--- src/rtl/key_serializer.sv ---
// Serialises a 5-bit key frame {MODE, SECRET[3:0]}, MODE first, one bit per
// ValidCmd pulse with optional idle gaps between bits. All outputs registered.
module key_serializer #(
  parameter logic [3:0] SECRET     = 4'b0101,
  parameter int         GAP_CYCLES = 0
) (
  input  logic Clk,
  input  logic Reset,
  input  logic Start,
  input  logic ModeIn,
  input  logic Abort,
  output logic ValidCmd,
  output logic InputKey,
  output logic Busy,
  output logic Done
);

  typedef enum logic [1:0] {IDLE, SEND, GAP, DONE} state_t;

  localparam logic [3:0] GAP_LAST = (GAP_CYCLES > 0) ? 4'(GAP_CYCLES - 1) : 4'd0;
  localparam logic [2:0] LAST_BIT = 3'd4;

  state_t     stateReg, stateNext;
  logic [4:0] shiftReg, shiftNext;
  logic [2:0] bitCntReg, bitCntNext;
  logic [3:0] gapCntReg, gapCntNext;
  logic       validNext, keyNext, busyNext, doneNext;

  always_comb begin
    stateNext  = stateReg;
    shiftNext  = shiftReg;
    bitCntNext = bitCntReg;
    gapCntNext = gapCntReg;

    case (stateReg)
      IDLE: begin
        if (Start && !Abort) begin
          shiftNext  = {ModeIn, SECRET};
          bitCntNext = 3'd0;
          gapCntNext = 4'd0;
          stateNext  = SEND;
        end
      end
      SEND: begin
        if (Abort) begin
          stateNext = IDLE;
        end else if (bitCntReg == LAST_BIT) begin
          stateNext = DONE;
        end else begin
          // Shift on leaving SEND so shiftReg[4] already holds the next bit.
          shiftNext  = {shiftReg[3:0], 1'b0};
          bitCntNext = bitCntReg + 3'd1;
          gapCntNext = 4'd0;
          stateNext  = (GAP_CYCLES > 0) ? GAP : SEND;
        end
      end
      GAP: begin
        if (Abort) begin
          stateNext = IDLE;
        end else if (gapCntReg == GAP_LAST) begin
          stateNext = SEND;
        end else begin
          gapCntNext = gapCntReg + 4'd1;
        end
      end
      DONE: begin
        stateNext = IDLE;
      end
      default: begin
        stateNext = IDLE;
      end
    endcase

    // Outputs are decoded from the next state and registered alongside it.
    validNext = (stateNext == SEND);
    keyNext   = validNext & shiftNext[4];
    busyNext  = (stateNext == SEND) || (stateNext == GAP);
    doneNext  = (stateNext == DONE);
  end

  always_ff @(posedge Clk or negedge Reset) begin
    if (!Reset) begin
      stateReg  <= IDLE;
      shiftReg  <= 5'd0;
      bitCntReg <= 3'd0;
      gapCntReg <= 4'd0;
      ValidCmd  <= 1'b0;
      InputKey  <= 1'b0;
      Busy      <= 1'b0;
      Done      <= 1'b0;
    end else begin
      stateReg  <= stateNext;
      shiftReg  <= shiftNext;
      bitCntReg <= bitCntNext;
      gapCntReg <= gapCntNext;
      ValidCmd  <= validNext;
      InputKey  <= keyNext;
      Busy      <= busyNext;
      Done      <= doneNext;
    end
  end

endmodule

--- config.mk ---
export PLATFORM = sky130hd
export DESIGN_NAME = key_serializer
export DESIGN_NICKNAME = d
export VERILOG_FILES = /design/src/rtl/key_serializer.sv
export SDC_FILE = /design/constraint.sdc
export NUM_CORES = 1
export LEC_CHECK = 0
export BUFFER_PORTS_ARGS = -buffer_cell sky130_fd_sc_hd__buf_2
export CAP_MARGIN = 20
export CORE_UTILIZATION = 49
export DETAILED_ROUTE_END_ITERATION = 12
export PLACE_DENSITY = 0.71
export SYNTH_ARGS = -nofsm -noshare
export SYNTH_HDL_FRONTEND = slang
export SYNTH_SLANG_ARGS = --single-unit
--- constraint.sdc ---
create_clock -name Clk -period 2.05 [get_ports Clk]
set_clock_uncertainty 0.15 [all_clocks]
set_input_delay 0 -clock Clk [delete_from_list [all_inputs] [get_ports Clk]]
set_output_delay 0 -clock Clk [all_outputs]
set_load 0.05 [all_outputs]
* Word level (Yosys, flattened, before mapping)
Cells that the tools add are included.
** Cells by class
- Equality and inequality tests :: 12
- Shift-type cells :: 0
- Divide/modulo/power cells :: 0
- Magnitude comparators :: 0
- Add/subtract/negate cells :: 2
- Mux-type cells :: 20
- Multiply operators :: 0
- Bitwise operators :: 1
- Reductions and logical operators :: 9
** Operators with widths (number)
- two-way mux 4 bit :: 5
- two-way mux 5 bit :: 3
- one-hot mux 4 bit (3 select lines) :: 1
- two-way mux 2 bit :: 5
- inequality test 2 bit, second input constant :: 5
- one-hot mux 5 bit (2 select lines) :: 1
- two-way mux 3 bit :: 3
- equality test 2 bit, second input constant :: 4
- one-hot mux 2 bit (4 select lines) :: 1
- one-hot mux 3 bit (2 select lines) :: 1
- AND reduction 6 bit :: 1
- adder 4 x 1 -> 4 bit, second input constant :: 1
- equality test 2 x 1 -> 1 bit, second input constant :: 2
- logical NOT 4 bit :: 1
- AND reduction 4 bit :: 1
- adder 3 x 1 -> 3 bit, second input constant :: 1
- equality test 3 bit, second input constant :: 1
- nonzero test 3 bit :: 1
- logical NOT 2 bit :: 1
- nonzero test 2 bit :: 1
- AND 1 bit :: 1
- logical AND 1 bit :: 1
- logical NOT 1 bit :: 1
- logical OR 1 bit :: 1
** Word-level totals
- Memory bits (writable) :: 0
- Flip-flop bits (word level) :: 18
- Latch bits :: 0
- Output and inout bits :: 4
- Memory bits (read-only) :: 0
- Logic and storage cells :: 53
- Memories kept :: 0

* Logic depth before layout (Yosys ltp)
- Depth in word-level cells :: 6
- Depth in mapped cells :: 7
- Gate-level depth less buffers :: 7

* Least setup slack after synthesis
OpenSTA, ideal clock, no wires.
- Kind :: reg-to-reg
- Start :: register gapCntReg[0]
- End :: register Busy
- Period minus slack after synthesis :: 1.902 ns
- Cell stages (with the launch flop) :: 8
- Setup time :: 0.063 ns
- Path slack :: 0.148 ns
- Data arrival time :: 1.689 ns
- Data required time :: 1.837 ns
- Cells stage by stage :: dfrtp_1 inv_1 ha_1 or3b_2 o22a_1 nor2_1 ha_1 inv_1
** Between the ends
- Word-level cells in the longest chain between the ends :: 6
- Elaborated cells on any way between the ends :: 7
- Those cells by class :: eq/ne (2); mux (3); reduce/logical (2)
** Ends and longest elaborated chain
- start, declared :: line 26 : logic [3:0] gapCntReg, gapCntNext;
- start signal, assigned :: line 95 : gapCntReg <= gapCntNext;
- logical NOT 4 bit (*) :: line 60 : end else if (gapCntReg == GAP_LAST) begin
- two-way mux 2 bit (*) :: line 60
- two-way mux 2 bit (*) :: line 58 : if (Abort) begin
- one-hot mux 2 bit (4 select lines) (*) :: line 35 : case (stateReg)
- via stateNext[0] :: line 23 : state_t stateReg, stateNext;
- equality test 2 x 1 -> 1 bit or equality test 2 bit (tied branches) :: line 77 : busyNext = (stateNext == SEND) || (stateNext == GAP);
- logical OR 1 bit (*) :: line 77
- via busyNext :: line 27 : logic validNext, keyNext, busyNext, doneNext;
- end signal, assigned :: line 98 : Busy <= busyNext;
- end, declared :: line 14 : output logic Busy,
Mark *: on every way through the listed nets, which the timed path passes. The rest lies on a longest branch.
A chain may end at the register's enable or synchronous reset.

* Worst setup path in the final report
Ends and elaborated chain as after synthesis.

==> flow_summary.json <==
{
  "power_leakage_uw": 0.000504,
  "finalHoldViolations": 0,
  "post-dp-hpwl_um": 1060,
  "core_area_um2": 1560,
  "final_layout_size_suffix_gt1_share_pct": 22.9,
  "ios": 9,
  "synthAdderAreaFrac_pct": 8.88,
  "cpMostUsedCell": "inv_1",
  "end_kind": "flop",
  "start_util_pct": 54.3,
  "place_area_um2": 906,
  "ys_seq_area_share_pct": 53.3,
  "place_congestion": 0.809,
  "drt_iter0_drc": 12,
  "crit_chain": "inv_1 > ha_1 > or3b_2 > o22a_1 > nor2_2 > ha_2 > inv_1",
  "grt_pass1_vias": 551,
  "peakVddDrop_mv": 0.587,
  "cts_tree": "done",
  "netlist_area_um2": 846,
  "multi_input_area_um2": 370,
  "vias_per_cell": 5.37,
  "fmax_mhz": 506,
  "synthFlopType": "dfrtp_1",
  "cts-buffers-inserted": 3,
  "syn_inst": 78,
  "outcome": "finished with violations",
  "drc": 2,
  "grt_usage_pct": 17.8,
  "clkLatencyLatePin_ns": 0.29,
  "grt_pass1_wl_um": 2400,
  "antenna_found_initial": 0,
  "vias": 601,
  "design.die.area_um2": 1900,
  "num_antenna_cells": 0,
  "r2r_setup_slack_ns": 0.07,
  "syn_area_per_cell_um2": 10.8,
  "avgRoutedWirePerCell_um": 13.6,
  "crit_type": "reg -> reg",
  "fin_crit_sh_pct": 96.4,
  "routed_wl_um": 1520,
  "area_growth_syn_to_layout_pct": 18.5,
  "cpPeakStageDelay_ns": 0.46,
  "synth_compound_area_share_pct": 13.9,
  "async_flop_share_pct": 100,
  "arrival_ns": 2.07,
  "seqCellArea_um2": 450,
  "powerDensity_nw_per_um2": 733,
  "h-tree-depth": 1,
  "crit_fanout": 3,
  "cp_num_buf_inv": 2,
  "clockRootBuffer": "clkbuf_4",
  "clkSlewWorstSetupHoldPaths_ns": 0.11,
  "design_area_um2": 1000,
  "worstReg2RegStart": "gapCntReg[0]",
  "ant_nets": 0,
  "reg2reg_depth": 7,
  "yosys.cell_types.count": 28,
  "synth_enable_flop_cells": 0,
  "synth_top_family_by_area": "simple AND/OR/NAND/NOR gates",
  "cts_buffer_depth": 2,
  "hold_path_class": "in -> async",
  "crit_slowest_cell": "or3b_2",
  "drt-pass1-iter-count": 8,
  "synthSimpleGateAreaFrac_pct": 18.3,
  "synthesis.nets": 89,
  "timing.rr.end": "Busy",
  "drv_cap": 0,
  "relSlewSlack_pct": 71.4,
  "layout_min_cycle_time_ns": 1.98,
  "violations": "design-rule violations",
  "ys_warn_count": 0,
  "rows": 14,
  "layout.nets": 108,
  "tns_ns": 0,
  "die_w_um": 43.5,
  "ys_seq_elements": 18,
  "dieHeight_um": 43.5,
  "n_fill_cell": 120,
  "required_ns": 2.14,
  "synthMuxAreaShare_pct": 0,
  "setup_viol": 0,
  "place_ws_ns": 0.0744,
  "start_kind": "flop",
  "tightest_slew_ns": 0.426,
  "clock-sinks": 18,
  "synthXorXnorAreaFrac_pct": 2.07,
  "grt-ovfl-total": 0,
  "grt_max_degree": 19,
  "worst_slack_ns": 0.0743,
  "slew_viol_final": 0,
  "io_buffers": 8,
  "path_delay_family": "simple AND/OR/NAND/NOR gates"
}
[area by class of cell]
class                           count  share of cell area (%)
Tap cell                           16                    2.00
Clock buffer                        4                    3.62
Timing Repair Buffer               15                    10.2
Sequential cell                    18                    44.9
Multi-Input combinational cell     53                    37.0
Inverter                            6                    2.25
[through the flow]
stage / util, % / total power (uW) / hold WS (ns) / std cells
6_report: 64.3 / 735 / 0.00137 / 112
5_1_grt: 64.3 / 769 / 0.0373 / 112
4_1_cts: 63.0 / 739 / 0.0225 / 110
3_5_place_dp: 58.1 / 518 / -0.195 / 102
3_3_place_gp: 58.1 / 515 / -0.198 / 102
2_1_floorplan: - / 484 / -0.446 / 78
[metal layers]
| layer | global-route usage (%) | routed length [um] | vias to the layer above |
|---|---|---|---|
| met5 | 0 | 0 | - |
| met3 | 3.75 | 34 | 2 |
| met1 | 24.8 | 786 | 281 |
| met4 | 9.38 | 15 | 0 |
| li1 | - | - | 309 |
| met2 | 26.3 | 683 | 9 |
[placed cells by master (no fill, tap or decap)]
cell and n:
a21o_1 1, a21oi_1 2, a22o_1 3, a32o_1 1
and2_1 1, and3_2 1, buf_2 8, buf_4 3
clkbuf_4 3, clkbuf_8 1, dfrtp_1 18, dlygate4sd3_1 4
ha_1 5, ha_2 1, inv_1 6, nand2_1 6
nand2_2 1, nand2b_1 2, nand3_1 3, nand4_1 1
nor2_1 5, nor2_2 2, nor2b_1 1, nor3_1 4
nor3b_1 2, o211a_1 1, o211ai_2 1, o21ai_0 2
o22a_1 2, o22ai_1 1, o31ai_1 1, or3b_2 1
xor2_1 2
[where the power goes]
group	total [uW]	leakage (uW)	switching, uW	internal [uW]
registers	406	0.000235	20.3	385
logic	112	0.000248	65.6	46.0
clock network	217	0.0000210	109	108
[worst max-delay path by stage]
| stage | startpoint | end | slack (ns) | cells after the start |
|---|---|---|---|---|
| after global placement | gapCntReg[0] | InputKey | 0.11 | 7 |
| after CTS | gapCntReg[0] | InputKey | 0.04 | 7 |
| after detailed placement | gapCntReg[0] | InputKey | 0.07 | 7 |
| after floorplan | gapCntReg[0] | Busy | 0.15 | 7 |
| final | gapCntReg[0] | Busy | 0.07 | 7 |
| after global routing | gapCntReg[0] | InputKey | -0.009 | 7 |
[cells in the mapped netlist (2+ instances only)]
master,count,area (um^2)
dfrtp_1,18,450
ha_1,6,75.1
inv_1,6,22.5
nand2_1,6,22.5
nor2_1,6,22.5
nor3_1,4,20.0
a22o_1,3,26.3
nand3_1,3,15.0
a21oi_1,2,10.0
nand2b_1,2,12.5
nor3b_1,2,15.0
o21ai_0,2,10.0
o22a_1,2,17.5
xor2_1,2,17.5
[worst reg2reg max path, stage by stage (launching register included)]
cell and delay (ns):
dfrtp_1 0.41, inv_1 0.10, ha_1 0.16, or3b_2 0.46
o22a_1 0.23, nor2_2 0.11, ha_2 0.28, inv_1 0.05
[kinds of logic (layout without fill, tap and decap cells)]
kind of cell / Yosys count / count (layout)
AO/OA/AOI/OAI: 15 / 15
XOR/XNOR: 2 / 2
adder cells (fa/ha/maj): 6 / 6
buffers and inverters: 7 / 25
flip-flops: 18 / 18
AND/OR/NAND/NOR: 30 / 30
[registers in the layout, indices dropped and copies added, names as in the netlist]
signal and flops:
shiftReg 5, gapCntReg 4, bitCntReg 3, stateReg 2, Busy 1, Done 1
InputKey 1, ValidCmd 1
[what timing repair did]
item	in CTS	in global routing
buffers inserted	0	2
resized for setup	0	2
hold buffers	4	0
setup endpoints to repair	0	3
endpoints found under the hold margin	26	0
(Power assumes the default switching activity.)
